$ cat config.mk
export PLATFORM = sky130hd
export DESIGN_NAME = wb_serializer
export DESIGN_NICKNAME = d
export VERILOG_FILES = /design/src/rtl/fa_pkg.sv /design/src/rtl/burst_fifo2.sv /design/src/rtl/wb_serializer.sv
export SDC_FILE = /design/constraint.sdc
export NUM_CORES = 1
export LEC_CHECK = 0
export BUFFER_PORTS_ARGS = -buffer_cell sky130_fd_sc_hd__buf_2
export CAP_MARGIN = 25
export CELL_PAD_IN_SITES_DETAIL_PLACEMENT = 1
export CELL_PAD_IN_SITES_GLOBAL_PLACEMENT = 1
export CORE_ASPECT_RATIO = 1.75
export CORE_MARGIN = 1.5
export CORE_UTILIZATION = 45
export DETAILED_ROUTE_END_ITERATION = 10
export GPL_ROUTABILITY_DRIVEN = 0
export PLACE_DENSITY_LB_ADDON = 0.08
export SETUP_SLACK_MARGIN = 0.1
export SYNTH_ARGS = -nofsm -noshare
export SYNTH_HDL_FRONTEND = slang
export SYNTH_SLANG_ARGS = --single-unit
$ cat constraint.sdc
create_clock -name clk -period 18.5 [get_ports clk]
set_input_delay 0 -clock clk [delete_from_list [all_inputs] [get_ports clk]]
set_output_delay 0 -clock clk [all_outputs]
set_load 0.01 [all_outputs]
$ cat src/rtl/fa_pkg.sv
// ---------------------------------------------------------------------------
// fa_pkg
// Shared definitions for the convolution/pooling engine, the writeback
// serializer and the DMA write path: burst geometry, word/address widths
// and the serializer state encoding.
// ---------------------------------------------------------------------------
package fa_pkg;

    localparam int BURST_LEN = 16;  // lanes per result burst
    localparam int DATA_W    = 16;  // bits per result word
    localparam int ADDR_W    = 30;  // DMA word-address width
    localparam int LANES_W   = 5;   // width of a lane count (0..31)
    localparam int TOTAL_W   = 24;  // width of per-layer word counters

    typedef enum logic [1:0] {
        IDLE  = 2'd0,
        ARMED = 2'd1,
        SEND  = 2'd2,
        DONE  = 2'd3
    } wb_state_e;

endpackage

$ cat src/rtl/burst_fifo2.sv
// ---------------------------------------------------------------------------
// burst_fifo2
// Two-entry ping-pong buffer for result bursts. Each entry holds one burst
// of data plus its (already clamped) lane count.
//
// Ports:
//   clk, rst       clock, synchronous active-high reset
//   flush_i        drop all entries (same effect as reset on the pointers)
//   push_i         write push_data_i/push_lanes_i into the tail entry
//   push_data_i    burst data
//   push_lanes_i   burst lane count
//   pop_i          retire the head entry
//   head_data_o    data of the head entry
//   head_lanes_o   lane count of the head entry
//   full_o         both entries occupied
//   empty_o        no entry occupied
// ---------------------------------------------------------------------------
module burst_fifo2
    import fa_pkg::*;
#(
    parameter int DATA_BITS = BURST_LEN * DATA_W
) (
    input  logic                 clk,
    input  logic                 rst,
    input  logic                 flush_i,
    input  logic                 push_i,
    input  logic [DATA_BITS-1:0] push_data_i,
    input  logic [LANES_W-1:0]   push_lanes_i,
    input  logic                 pop_i,
    output logic [DATA_BITS-1:0] head_data_o,
    output logic [LANES_W-1:0]   head_lanes_o,
    output logic                 full_o,
    output logic                 empty_o
);

    logic [DATA_BITS-1:0] data_q  [2];
    logic [LANES_W-1:0]   lanes_q [2];
    logic                 wr_ptr_q, wr_ptr_d;
    logic                 rd_ptr_q, rd_ptr_d;
    logic [1:0]           count_q, count_d;
    logic                 do_push, do_pop;

    // A push into a full buffer is allowed only when the head leaves in the
    // same cycle; occupancy then stays at two.
    assign do_push = push_i && ((count_q != 2'd2) || pop_i);
    assign do_pop  = pop_i && (count_q != 2'd0);

    always_comb begin
        wr_ptr_d = wr_ptr_q;
        rd_ptr_d = rd_ptr_q;
        count_d  = count_q;
        if (do_push) begin
            wr_ptr_d = ~wr_ptr_q;
        end
        if (do_pop) begin
            rd_ptr_d = ~rd_ptr_q;
        end
        count_d = count_q + {1'b0, do_push} - {1'b0, do_pop};
    end

    always_ff @(posedge clk) begin
        if (rst || flush_i) begin
            wr_ptr_q <= 1'b0;
            rd_ptr_q <= 1'b0;
            count_q  <= 2'd0;
        end else begin
            wr_ptr_q <= wr_ptr_d;
            rd_ptr_q <= rd_ptr_d;
            count_q  <= count_d;
        end
    end

    // Payload storage carries no reset; occupancy alone says what is valid.
    always_ff @(posedge clk) begin
        if (do_push) begin
            data_q[wr_ptr_q]  <= push_data_i;
            lanes_q[wr_ptr_q] <= push_lanes_i;
        end
    end

    assign head_data_o  = data_q[rd_ptr_q];
    assign head_lanes_o = lanes_q[rd_ptr_q];
    assign full_o       = (count_q == 2'd2);
    assign empty_o      = (count_q == 2'd0);

endmodule

$ cat src/rtl/wb_serializer.sv
// ---------------------------------------------------------------------------
// wb_serializer
// Writeback serializer between the convolution/pooling engine and DMA write
// port p0. Parallel result bursts are buffered two deep and streamed one
// word per DMA read strobe. Burst start addresses advance from the layer
// base address by the lane count of each burst. A one-cycle done pulse is
// raised when the programmed number of words has been handed over.
//
// Ports:
//   clk, rst           clock, synchronous active-high reset
//   start              arm a layer (only honoured in IDLE)
//   result_start_addr  layer base word address, sampled on start
//   total_words        words to write this layer, sampled on start
//   res_data           burst data, lane i at [16i+15:16i]
//   res_lanes          valid lanes from lane 0 (0 or >BURST_LEN = BURST_LEN)
//   res_valid/ready    burst handshake
//   dma_p0_writes_en   write command enable, held for the whole layer
//   p0_addr            start address of the burst being sent
//   dma_p0_ib_re       DMA strobe requesting the next word
//   dma_p0_ib_data     word to DMA, registered one edge after the strobe
//   dma_p0_ib_valid    dma_p0_ib_data valid (one cycle per strobe)
//   wb_busy            layer in progress
//   wb_done            one-cycle completion pulse
// ---------------------------------------------------------------------------
module wb_serializer #(
    parameter int BURST_LEN = fa_pkg::BURST_LEN,
    parameter int ADDR_W    = fa_pkg::ADDR_W
) (
    input  logic                                 clk,
    input  logic                                 rst,
    input  logic                                 start,
    input  logic [ADDR_W-1:0]                    result_start_addr,
    input  logic [fa_pkg::TOTAL_W-1:0]           total_words,
    input  logic [BURST_LEN*fa_pkg::DATA_W-1:0]  res_data,
    input  logic [fa_pkg::LANES_W-1:0]           res_lanes,
    input  logic                                 res_valid,
    output logic                                 res_ready,
    output logic                                 dma_p0_writes_en,
    output logic [ADDR_W-1:0]                    p0_addr,
    input  logic                                 dma_p0_ib_re,
    output logic [fa_pkg::DATA_W-1:0]            dma_p0_ib_data,
    output logic                                 dma_p0_ib_valid,
    output logic                                 wb_busy,
    output logic                                 wb_done
);

    import fa_pkg::*;

    localparam int DW = DATA_W;
    localparam int LW = LANES_W;
    localparam int TW = TOTAL_W;
    localparam int BW = BURST_LEN * DW;

    wb_state_e         state_q, state_d;
    logic [TW-1:0]     total_q, total_d;
    logic [TW-1:0]     words_sent_q, words_sent_d;
    logic [ADDR_W-1:0] next_addr_q, next_addr_d;
    logic [ADDR_W-1:0] p0_addr_q, p0_addr_d;
    logic [LW-1:0]     lane_idx_q, lane_idx_d;
    logic [LW-1:0]     cur_lanes_q, cur_lanes_d;
    logic [BW-1:0]     cur_data_q, cur_data_d;
    logic              wen_q, wen_d;
    logic              ovld_q, ovld_d;
    logic [DW-1:0]     odata_q, odata_d;

    logic              fifo_push, fifo_pop, fifo_flush;
    logic              fifo_full, fifo_empty;
    logic [BW-1:0]     head_data;
    logic [LW-1:0]     head_lanes;

    // Lane counts are normalised once, on entry to the buffer.
    function automatic logic [LW-1:0] clamp_lanes(input logic [LW-1:0] lanes);
        if ((lanes == '0) || (lanes > LW'(BURST_LEN))) begin
            return LW'(BURST_LEN);
        end
        return lanes;
    endfunction

    assign res_ready = !fifo_full && ((state_q == ARMED) || (state_q == SEND));
    assign fifo_push = res_valid && res_ready;

    burst_fifo2 #(
        .DATA_BITS (BW)
    ) u_fifo (
        .clk          (clk),
        .rst          (rst),
        .flush_i      (fifo_flush),
        .push_i       (fifo_push),
        .push_data_i  (res_data),
        .push_lanes_i (clamp_lanes(res_lanes)),
        .pop_i        (fifo_pop),
        .head_data_o  (head_data),
        .head_lanes_o (head_lanes),
        .full_o       (fifo_full),
        .empty_o      (fifo_empty)
    );

    always_comb begin
        state_d      = state_q;
        total_d      = total_q;
        words_sent_d = words_sent_q;
        next_addr_d  = next_addr_q;
        p0_addr_d    = p0_addr_q;
        lane_idx_d   = lane_idx_q;
        cur_lanes_d  = cur_lanes_q;
        cur_data_d   = cur_data_q;
        wen_d        = wen_q;
        ovld_d       = 1'b0;
        odata_d      = odata_q;
        fifo_pop     = 1'b0;
        fifo_flush   = 1'b0;

        unique case (state_q)
            IDLE: begin
                if (start) begin
                    total_d      = total_words;
                    words_sent_d = '0;
                    next_addr_d  = result_start_addr;
                    state_d      = (total_words == '0) ? DONE : ARMED;
                end
            end

            ARMED: begin
                if (!fifo_empty) begin
                    fifo_pop    = 1'b1;
                    cur_data_d  = head_data;
                    cur_lanes_d = head_lanes;
                    p0_addr_d   = next_addr_q;
                    lane_idx_d  = '0;
                    wen_d       = 1'b1;
                    state_d     = SEND;
                end
            end

            SEND: begin
                if (dma_p0_ib_re) begin
                    ovld_d       = 1'b1;
                    odata_d      = cur_data_q[DW*lane_idx_q +: DW];
                    words_sent_d = words_sent_q + TW'(1);
                    lane_idx_d   = lane_idx_q + LW'(1);
                    // Reaching the layer total wins over a burst boundary;
                    // whatever is left of the burst is dropped.
                    if ((words_sent_q + TW'(1)) == total_q) begin
                        state_d = DONE;
                    end else if ((lane_idx_q + LW'(1)) == cur_lanes_q) begin
                        next_addr_d = next_addr_q + ADDR_W'(cur_lanes_q);
                        if (!fifo_empty) begin
                            // Chain straight into the next burst so the
                            // word stream has no bubble.
                            fifo_pop    = 1'b1;
                            cur_data_d  = head_data;
                            cur_lanes_d = head_lanes;
                            p0_addr_d   = next_addr_d;
                            lane_idx_d  = '0;
                        end else begin
                            state_d = ARMED;
                        end
                    end
                end
            end

            DONE: begin
                fifo_flush = 1'b1;
                wen_d      = 1'b0;
                state_d    = IDLE;
            end

            default: begin
                state_d = IDLE;
            end
        endcase
    end

    always_ff @(posedge clk) begin
        if (rst) begin
            state_q      <= IDLE;
            total_q      <= '0;
            words_sent_q <= '0;
            next_addr_q  <= '0;
            p0_addr_q    <= '0;
            lane_idx_q   <= '0;
            cur_lanes_q  <= '0;
            wen_q        <= 1'b0;
            ovld_q       <= 1'b0;
            odata_q      <= '0;
        end else begin
            state_q      <= state_d;
            total_q      <= total_d;
            words_sent_q <= words_sent_d;
            next_addr_q  <= next_addr_d;
            p0_addr_q    <= p0_addr_d;
            lane_idx_q   <= lane_idx_d;
            cur_lanes_q  <= cur_lanes_d;
            wen_q        <= wen_d;
            ovld_q       <= ovld_d;
            odata_q      <= odata_d;
        end
    end

    // Burst payload being sent; qualified by state, so no reset needed.
    always_ff @(posedge clk) begin
        cur_data_q <= cur_data_d;
    end

    assign dma_p0_writes_en = wen_q;
    assign p0_addr          = p0_addr_q;
    assign dma_p0_ib_data   = odata_q;
    assign dma_p0_ib_valid  = ovld_q;
    assign wb_busy          = (state_q == ARMED) || (state_q == SEND);
    assign wb_done          = (state_q == DONE);

endmodule

==> results.json, run 1 <==
{
  "path_clk_slew_ns": 0.07,
  "synth.largest_area_cell": "edfxtp_1",
  "drc_errors": 0,
  "synthAdderAreaFrac_pct": 0.573,
  "multi_input_area_mm2": 0.00946,
  "synth.most_common_cell": "edfxtp_1",
  "drt_iter0_markers": 1263,
  "setup_viol": 0,
  "synth_common_cells": "778 x edfxtp_1, 256 x mux2_2, 143 x dfxtp_1, 126 x nor2_1, 117 x nand2_1",
  "crit_required_ns": 18.77,
  "die_w_um": 218,
  "yosys.area_share.simple_pct": 5.58,
  "synth_xor_area_share_pct": 1.57,
  "place_hpwl_um": 64200,
  "synth_edf_count": 778,
  "h-tree-depth": 3,
  "grt_pass1_wl_um": 149000,
  "clock_latency_ns": 0.68,
  "cp_top_family": "simple AND/OR/NAND/NOR gates",
  "grt_pass1_vias": 23700,
  "wire_per_inst_um": 25.2,
  "nNetsFinal": 3188,
  "end_kind": "register",
  "fin_worst_skew_ns": 0.0317,
  "num_vias": 21400,
  "syn-num-nets": 2489,
  "design.core.area_mm2": 0.0797,
  "grt_max_degree": 195,
  "fin_tns_setup_ns": 0,
  "cts_buffers": 86,
  "firstDrtPassIters": 5,
  "holdWs_ns": 0.0560,
  "dieArea_mm2": 0.0824,
  "timing_max_transition_violations_final": 0,
  "cts_tree": "yes",
  "syn-mean-instance-area_um2": 16.8,
  "ys_async_sr_fraction_pct": 0,
  "worstPathArrival_ns": 5.48,
  "grt.overflow.total": 0,
  "ir_drop_mv": 0.0912,
  "ioPinCount": 371,
  "cp_max_fo": 194,
  "hold_class": "primary input to register",
  "ys.flop_type": "edfxtp_1",
  "cp_common_cell": "or4_4",
  "cts.repair.resized": 0,
  "max_slew_margin_pct": 14.2,
  "yosys-top-cells-area": "edfxtp_1 64%, mux2_2 7.9%, dfxtp_1 7.9%, mux4_2 5.0%, nor2_1 1.3%",
  "drive_gt1_share_pct": 31.0,
  "total_power_w": 0.00578,
  "path_class": "register to register",
  "leakage_nw": 15.5,
  "p_per_area_mw_per_mm2": 127,
  "synth_cell_types": 87,
  "routed_wl_um": 99900,
  "seqCellArea_mm2": 0.0262,
  "fillers": 7437,
  "cts_root_buf": "clkbuf_16",
  "synth_top_family_by_area": "multiplexers",
  "ys_seq_elements": 921,
  "area_growth_pct": 25.1,
  "cts.sinks": 921,
  "hold_violations": 0,
  "maxCapViolations": 0,
  "synth_compound_area_share_pct": 4.97,
  "ant_nets": 0,
  "outcome": "complete, no violations",
  "path_buf_inv": 2,
  "timing.final.crit_share_pct": 28.2,
  "initial_utilization_pct": 45.5,
  "worst_slew_pin_slew_ns": 1.29,
  "grt_usage_pct": 24.6,
  "antenna_found_initial": 2,
  "synthCells": 2153,
  "path_cells": "ha_1 > nand4_2 > or4_4 > nor3_4 > and3_2 > a221o_1 > or4_4 > a31oi_4 > nor2_4 > buf_12 > buf_4",
  "start_kind": "register",
  "die_h_um": 379,
  "viasPerCell": 5.41,
  "slowest_delay_ns": 0.86,
  "fmax_mhz": 192,
  "clockBufferDepth": 3,
  "grt_setup_unrepaired": "false",
  "synth_top_area_share_pct": 64.4,
  "ys_seq_area_share_pct": 72.3,
  "synthesis.area_mm2": 0.0363,
  "period_minus_slack_ns": 5.21,
  "portBuffers": 370,
  "critPathSlowestCell": "buf_4",
  "synth_mux_area_share_pct": 13.3,
  "fp-row-count": 137,
  "ys.warnings.count": 0
}
placed cells by master, fill, tap and decap left out, types with 66 or more instances in the layout:
cell	count
mux2_2	256
a21oi_1	66
mux4_2	80
clkbuf_16	92
edfxtp_1	778
nand2_1	117
buf_2	369
dlygate4sd3_1	331
nor2_1	123
dfxtp_1	139
kinds of logic (layout without fill, tap and decap cells):
kind of cell | count (synthesis) | count (layout)
DFF | 921 | 921
and+or+nand+nor | 411 | 411
muxes | 349 | 349
AOI/OAI and AO/OA | 253 | 253
buffers and inverters | 138 | 907
xor gates and xnor gates | 65 | 65
adders and majority gates | 16 | 16
other | 0 | 2
final timing paths:
check	cells after the start	start	end	slack (ns)
worst max register to register	11	words_sent_q[0]	cur_data_q[26]	13.29
worst min-delay path	2	res_data[20]	u_fifo.data_q[0][20]	0.06
worst max-delay path	11	words_sent_q[0]	cur_data_q[26]	13.29
worst min register to register	2	total_q[19]	total_q[19]	0.48
power breakdown:
part / switching, W / total, W / internal [W]
logic: 0.000646 / 0.00108 / 0.000430
registers: 0.000154 / 0.00290 / 0.00275
clock network: 0.000775 / 0.00180 / 0.00103
total: 0.00157 / 0.00578 / 0.00420
per-stage QoR:
step | area [um2] | setup WS (ns) | utilization, % | std cells
finish | 45400 | 13.29 | 56.9 | 3966
CTS | 45300 | 13.35 | 56.9 | 3962
global route | 45400 | 12.98 | 56.9 | 3966
detailed placement | 39100 | 13.33 | 49.1 | 3473
floorplan | 36300 | 5.41 | - | 2153
global placement | 39100 | 13.51 | 49.1 | 3471
timing repair:
action                                 4_1_cts  5_1_grt
hold buffers                               331        0
endpoints found under the hold margin      603        0
setup buffers                                0        0
flip-flops by register name, indices dropped and copies added (netlist names), 2 cells and up, named ones only:
register        cells
next_addr_q        30
total_q            24
u_fifo.count_q      2
state_q             2
u_fifo.lanes_q     10
dma_p0_ib_data     16
lane_idx_q          5
cur_data_q        256
words_sent_q       24
cur_lanes_q         5
u_fifo.data_q     512
p0_addr            30
worst register-to-register path: cells and delay by family, from the launching register on:
kind	cells	cell delay, ns
flops	1	0.47
buf+inv	2	1.79
fa+ha+maj	1	0.44
simple gates	6	1.75
compound gates	2	0.34
metal layers:
| layer | routed length (um) | vias up | track usage [%] |
|---|---|---|---|
| li1 | - | 9780 | - |
| met1 | 38600 | 11000 | 28.6 |
| met2 | 54500 | 486 | 45.6 |
| met3 | 3580 | 129 | 3.49 |
| met4 | 3100 | 0 | 9.19 |
| met5 | 0 | - | 0 |
layout make-up:
| type | instances | area share (%) |
|---|---|---|
| Sequential cell | 921 | 57.8 |
| Multi-Input combinational cell | 1094 | 20.8 |
| Timing Repair Buffer | 725 | 11.9 |
| Clock buffer | 108 | 5.35 |
| Tap cell | 1042 | 2.87 |
| Clock inverter | 50 | 0.981 |
| Inverter | 24 | 0.199 |
| Antenna cell | 2 | 0.0110 |
(Power assumes the default switching activity.)
==> run 2, diff against run 1 <==
--- a/config.mk
+++ b/config.mk
@@ -5,6 +5,7 @@
 export SDC_FILE = /design/constraint.sdc
 export NUM_CORES = 1
 export LEC_CHECK = 0
+export ABC_AREA = 1
 export BUFFER_PORTS_ARGS = -buffer_cell sky130_fd_sc_hd__buf_2
 export CAP_MARGIN = 25
 export CELL_PAD_IN_SITES_DETAIL_PLACEMENT = 1
==> constraint.sdc (replaced) <==
create_clock -name clk -period 5.4 [get_ports clk]
set_input_delay 0 -clock clk [delete_from_list [all_inputs] [get_ports clk]]
set_output_delay 0 -clock clk [all_outputs]
set_load 0.01 [all_outputs]
==> results.json, run 2 <==
{
  "portBuffers": 370,
  "fmax_mhz": 233,
  "yosys-top-cells-area": "edfxtp_1 63%, mux2_2 7.9%, dfxtp_1 7.7%, nand2_1 4.7%, nor2_1 3.9%",
  "ys_async_sr_fraction_pct": 0,
  "grt.overflow.total": 0,
  "synth_common_cells": "778 x edfxtp_1, 464 x nand2_1, 380 x nor2_1, 261 x mux2_2, 229 x o21ai_0",
  "routed_wl_um": 111000,
  "timing.final.crit_share_pct": 79.3,
  "critPathSlowestCell": "buf_4",
  "cts.repair.resized": 0,
  "holdWs_ns": 0.0510,
  "h-tree-depth": 3,
  "grt_pass1_vias": 28000,
  "initial_utilization_pct": 45.3,
  "synth_top_area_share_pct": 63.1,
  "antenna_found_initial": 14,
  "grt_usage_pct": 26.4,
  "drc_errors": 0,
  "ys_seq_elements": 921,
  "hold_violations": 0,
  "cts_tree": "yes",
  "place_hpwl_um": 70000,
  "p_per_area_mw_per_mm2": 439,
  "synth.largest_area_cell": "edfxtp_1",
  "synthCells": 2937,
  "wire_per_inst_um": 23.2,
  "end_kind": "register",
  "synthesis.area_mm2": 0.0370,
  "cts_root_buf": "clkbuf_16",
  "cts.sinks": 921,
  "slowest_delay_ns": 0.81,
  "fp-row-count": 139,
  "final_common_cell": "edfxtp_1",
  "fin_tns_setup_ns": 0,
  "grt_setup_unrepaired": "false",
  "die_h_um": 383,
  "fillers": 8286,
  "grt_pass1_wl_um": 167000,
  "path_buf_inv": 3,
  "area_growth_pct": 25.4,
  "setup_viol": 0,
  "ys.warnings.count": 0,
  "cp_top_family": "buffers and inverters",
  "cp_common_cell": "xor2_1",
  "largest_register_ff_count": 512,
  "synth_cell_types": 39,
  "firstDrtPassIters": 5,
  "leakage_nw": 17.2,
  "outcome": "complete, no violations",
  "path_cells": "inv_1 > xor2_1 > xor2_1 > o211ai_1 > nand2_1 > nand4_1 > clkinvlp_4 > buf_4",
  "maxCapViolations": 0,
  "top_register": "u_fifo.data_q",
  "synth_edf_count": 778,
  "ioPinCount": 371,
  "use_met1_pct": 30.8,
  "syn-mean-instance-area_um2": 12.6,
  "syn-num-nets": 3273,
  "period_minus_slack_ns": 4.28,
  "ys_seq_area_share_pct": 70.8,
  "viasPerCell": 5.32,
  "drt_iter0_markers": 1669,
  "grt-busiest-layer": "met2",
  "cts_buffers": 84,
  "synth.most_common_cell": "edfxtp_1",
  "design.core.area_mm2": 0.0817,
  "worstPathArrival_ns": 4.58,
  "cp_max_fo": 77,
  "met2_usage_pct": 48.7,
  "num_vias": 25400,
  "hold_class": "primary input to register",
  "crit_required_ns": 5.69,
  "met3_usage_pct": 4.04,
  "path_clk_slew_ns": 0.07,
  "path_class": "register to register",
  "reg_top3": "u_fifo.data_q x512, cur_data_q x256",
  "final_cell_mix": "778 x edfxtp_1, 460 x nand2_1, 377 x nor2_1",
  "die_w_um": 220,
  "ir_drop_mv": 0.425,
  "nNetsFinal": 3977,
  "start_kind": "register",
  "ys.flop_type": "edfxtp_1",
  "grt_max_degree": 156,
  "timing_max_transition_violations_final": 0,
  "fin_worst_skew_ns": 0.0288,
  "max_slew_margin_pct": 17.4,
  "worst_slew_pin_slew_ns": 1.24,
  "dieArea_mm2": 0.0841,
  "clock_latency_ns": 0.68,
  "ant_nets": 0,
  "clockBufferDepth": 3,
  "drive_gt1_share_pct": 22.7
}
## run 2: cell count changes in the layout (fill, tap and decap cells not counted), sizes merged, moves of 19 or more
cell / before / now
a22oi: 20 / 1
nand2: 118 / 469
mux4: 80 / 0
o22ai: 3 / 76
a211oi: 37 / 2
a21oi: 68 / 88
o21ai: 35 / 229
nor2: 128 / 392
inv: 27 / 169
nand3: 35 / 100
xnor2: 37 / 3
## run 2: area by class of cell
type	instances	area, um2	share of cell area, %
inverter	166	633	1.36
multi-input combinational	1722	9780	21.1
sequential	921	26200	56.5
antenna	9	22.5	0.0485
clock inverter	58	629	1.36
timing repair buffer	746	5630	12.1
clock buffer	98	2170	4.68
tap	1057	1320	2.85
## run 2: kinds of logic after synthesis
kind of cell,synth area share [%]
buf+inv,3.09
flops,70.8
compound gates,5.79
xor+xnor,0.473
simple gates,11.3
mux,7.99
fa+ha+maj,0.561
## run 2: layer usage
metal  share of wire (%)  routed length, um
met4                 2.9               3260
met3                 4.2               4700
met2                  53              59200
met1                  39              43500
met5               0.055                 61
## run 2: timing repair
action                                 in CTS  in global routing
setup buffers                               0                  0
hold buffers                              348                  0
endpoints found under the hold margin     625                  0
## run 2: metrics by stage
step / cells / power [W] / instance area [um2] / worst slack, ns / utilization [%]
2_1_floorplan: 2937 / 0.0126 / 37200 / -0.731 / -
3_3_place_gp: 4264 / 0.0139 / 40100 / 1.36 / 49.1
3_5_place_dp: 4264 / 0.0141 / 40100 / 1.15 / 49.1
4_1_cts: 4768 / 0.0205 / 46400 / 1.17 / 56.8
5_1_grt: 4776 / 0.0213 / 46400 / 0.775 / 56.8
6_report: 4777 / 0.0204 / 46400 / 1.12 / 56.8
## run 2: path summary, 6_finish.rpt
check,from,end,slack [ns],cells after the start
min,res_data[130],u_fifo.data_q[1][130],0.05,2
min reg2reg,dma_p0_ib_data[9],dma_p0_ib_data[9],0.47,2
max,lane_idx_q[3],cur_data_q[219],1.12,8
max reg2reg,lane_idx_q[3],cur_data_q[219],1.12,8
## run 2: report_power, final
group          total, W  switching [W]  internal, W
Combinational   0.00446        0.00298      0.00148
Clock           0.00613        0.00280      0.00333
Sequential      0.00978       0.000483      0.00930
Total            0.0204        0.00626       0.0141
==> run 3, diff against run 2 <==
--- a/config.mk
+++ b/config.mk
@@ -5,7 +5,7 @@
 export SDC_FILE = /design/constraint.sdc
 export NUM_CORES = 1
 export LEC_CHECK = 0
-export ABC_AREA = 1
+export ABC_AREA = 0
 export BUFFER_PORTS_ARGS = -buffer_cell sky130_fd_sc_hd__buf_2
 export CAP_MARGIN = 25
 export CELL_PAD_IN_SITES_DETAIL_PLACEMENT = 1
==> constraint.sdc (replaced) <==
create_clock -name clk -period 4.2 [get_ports clk]
set_input_delay 0 -clock clk [delete_from_list [all_inputs] [get_ports clk]]
set_output_delay 0 -clock clk [all_outputs]
set_load 0.01 [all_outputs]
==> results.json, run 3 (synthesis gave the netlist of run 1 again) <==
{
  "h-tree-depth": 3,
  "grt.overflow.total": 0,
  "antenna_found_initial": 8,
  "place_hpwl_um": 66000,
  "cp_max_fo": 7,
  "cts.sinks": 921,
  "fmax_mhz": 254,
  "setup_viol": 0,
  "routed_wl_um": 101000,
  "ioPinCount": 371,
  "cts_buffers": 86,
  "total_power_w": 0.0259,
  "clockBufferDepth": 3,
  "portBuffers": 370,
  "cts_root_buf": "clkbuf_16",
  "design.core.area_mm2": 0.0797,
  "grt_setup_unrepaired": "false",
  "start_kind": "register",
  "dieArea_mm2": 0.0824,
  "cts_tree": "yes",
  "grt_max_degree": 109,
  "final_core_util_pct": 57.6,
  "outcome": "complete, no violations",
  "drive_gt1_share_pct": 32.6,
  "largest_register_ff_count": 512,
  "multi_input_area_mm2": 0.00956,
  "initial_utilization_pct": 45.5,
  "num_vias": 21600,
  "viasPerCell": 5.41,
  "seqCellArea_mm2": 0.0263,
  "top_register": "u_fifo.data_q",
  "die_w_um": 218,
  "fillers": 7410,
  "crit_required_ns": 4.71,
  "path_class": "register to register",
  "fin_worst_skew_ns": 0.0227,
  "final_cell_mix": "778 x edfxtp_1, 369 x buf_2, 327 x dlygate4sd3_1",
  "grt_usage_pct": 24.9,
  "die_h_um": 379,
  "fp-row-count": 137,
  "worst_slew_pin_slew_ns": 1.06,
  "hold_class": "primary input to register",
  "timing_max_transition_violations_final": 0,
  "fin_tns_setup_ns": 0,
  "reg_top3": "u_fifo.data_q x512, cur_data_q x256",
  "area_growth_pct": 26.6,
  "fin_area_mm2": 0.0459,
  "path_clk_slew_ns": 0.07,
  "nNetsFinal": 3220,
  "placed_area_mm2": 0.0396,
  "leakage_nw": 15.7,
  "timing.final.crit_share_pct": 93.8,
  "maxCapViolations": 0,
  "grt_pass1_wl_um": 150000,
  "clock_latency_ns": 0.67,
  "final_common_cell": "edfxtp_1",
  "p_per_area_mw_per_mm2": 564,
  "ant_nets": 0,
  "grt_pass1_vias": 23900,
  "firstDrtPassIters": 5,
  "wire_per_inst_um": 25.4,
  "end_kind": "register",
  "max_slew_margin_pct": 29.7,
  "ir_drop_mv": 0.358,
  "period_minus_slack_ns": 3.94,
  "worstPathArrival_ns": 4.45,
  "hold_violations": 0,
  "drc_errors": 0,
  "drt_iter0_markers": 1215
}
[run 3: changes by cell type in the layout (fill, tap and decap cells not counted), sizes merged, moves of 31 or more]
cell / previous run / this run
buf: 398 / 429
inv: 169 / 27
a211oi: 2 / 37
o21ai: 229 / 35
o22ai: 76 / 3
nand2: 469 / 118
nand3: 100 / 35
xnor2: 3 / 37
nor2: 392 / 129
mux4: 0 / 80
[run 3: where the power goes]
group | internal (W) | switching, W
combinational | 0.00205 | 0.00294
clock | 0.00475 | 0.00343
sequential | 0.0121 | 0.000650
total | 0.0189 | 0.00702
[run 3: area by class of cell]
class | instances | share of cell area [%]
clock buffer | 105 | 5.14
sequential | 921 | 57.2
timing repair buffer | 756 | 12.5
clock inverter | 50 | 1.26
antenna | 3 | 0.0164
multi-input combinational | 1095 | 20.8
tap | 1042 | 2.84
inverter | 24 | 0.196
[run 3: repair_timing]
| action | 4_1_cts | 5_1_grt |
|---|---|---|
| setup endpoints to repair | 40 | 238 |
| pin swaps | 1 | 4 |
| hold buffers | 327 | 0 |
| gates resized for setup | 0 | 14 |
| hold endpoints to repair | 634 | 0 |
| setup buffers | 0 | 4 |
| gates cloned | 1 | 0 |
[run 3: worst paths after layout]
check | from | endpoint | slack (ns) | depth (start not counted)
worst max-delay path | words_sent_q[9] | u_fifo.count_q[1] | 0.26 | 14
worst min-delay path | res_data[30] | u_fifo.data_q[0][30] | 0.06 | 2
worst max register to register | words_sent_q[9] | u_fifo.count_q[1] | 0.26 | 14
worst min register to register | total_q[0] | total_q[0] | 0.48 | 2
[run 3: per-stage QoR]
stage                     setup slack (ns)  hold slack [ns]  std cells
after floorplan                      -2.45           0.0989       2153
after global placement              0.0775            0.187       3506
after detailed placement           -0.0177            0.192       3506
after CTS                            0.120          0.00813       3989
after global routing                0.0237           0.0542       3996
final                                0.260           0.0606       3996
[run 3: critical path, cell delays in order (launching register included)]
cell,delay (ns)
dfxtp_2,0.46
nand4_2,0.23
or4_4,0.64
nor3_4,0.28
a21oi_1,0.07
a211o_1,0.29
or4_4,0.58
a41oi_2,0.25
nor2_1,0.07
ha_1,0.33
inv_1,0.06
ha_1,0.16
xor2_1,0.18
xnor2_1,0.14
nor3_1,0.06
[run 3: routing by layer]
layer  share of wire (%)  global-route usage, %  vias up
met5               0.023                      0        -
met3                 4.0                   3.97      171
met1                  38                   28.0    11000
li1                    -                      -     9846
met4                 3.2                   9.03        4
met2                  55                   46.9      540
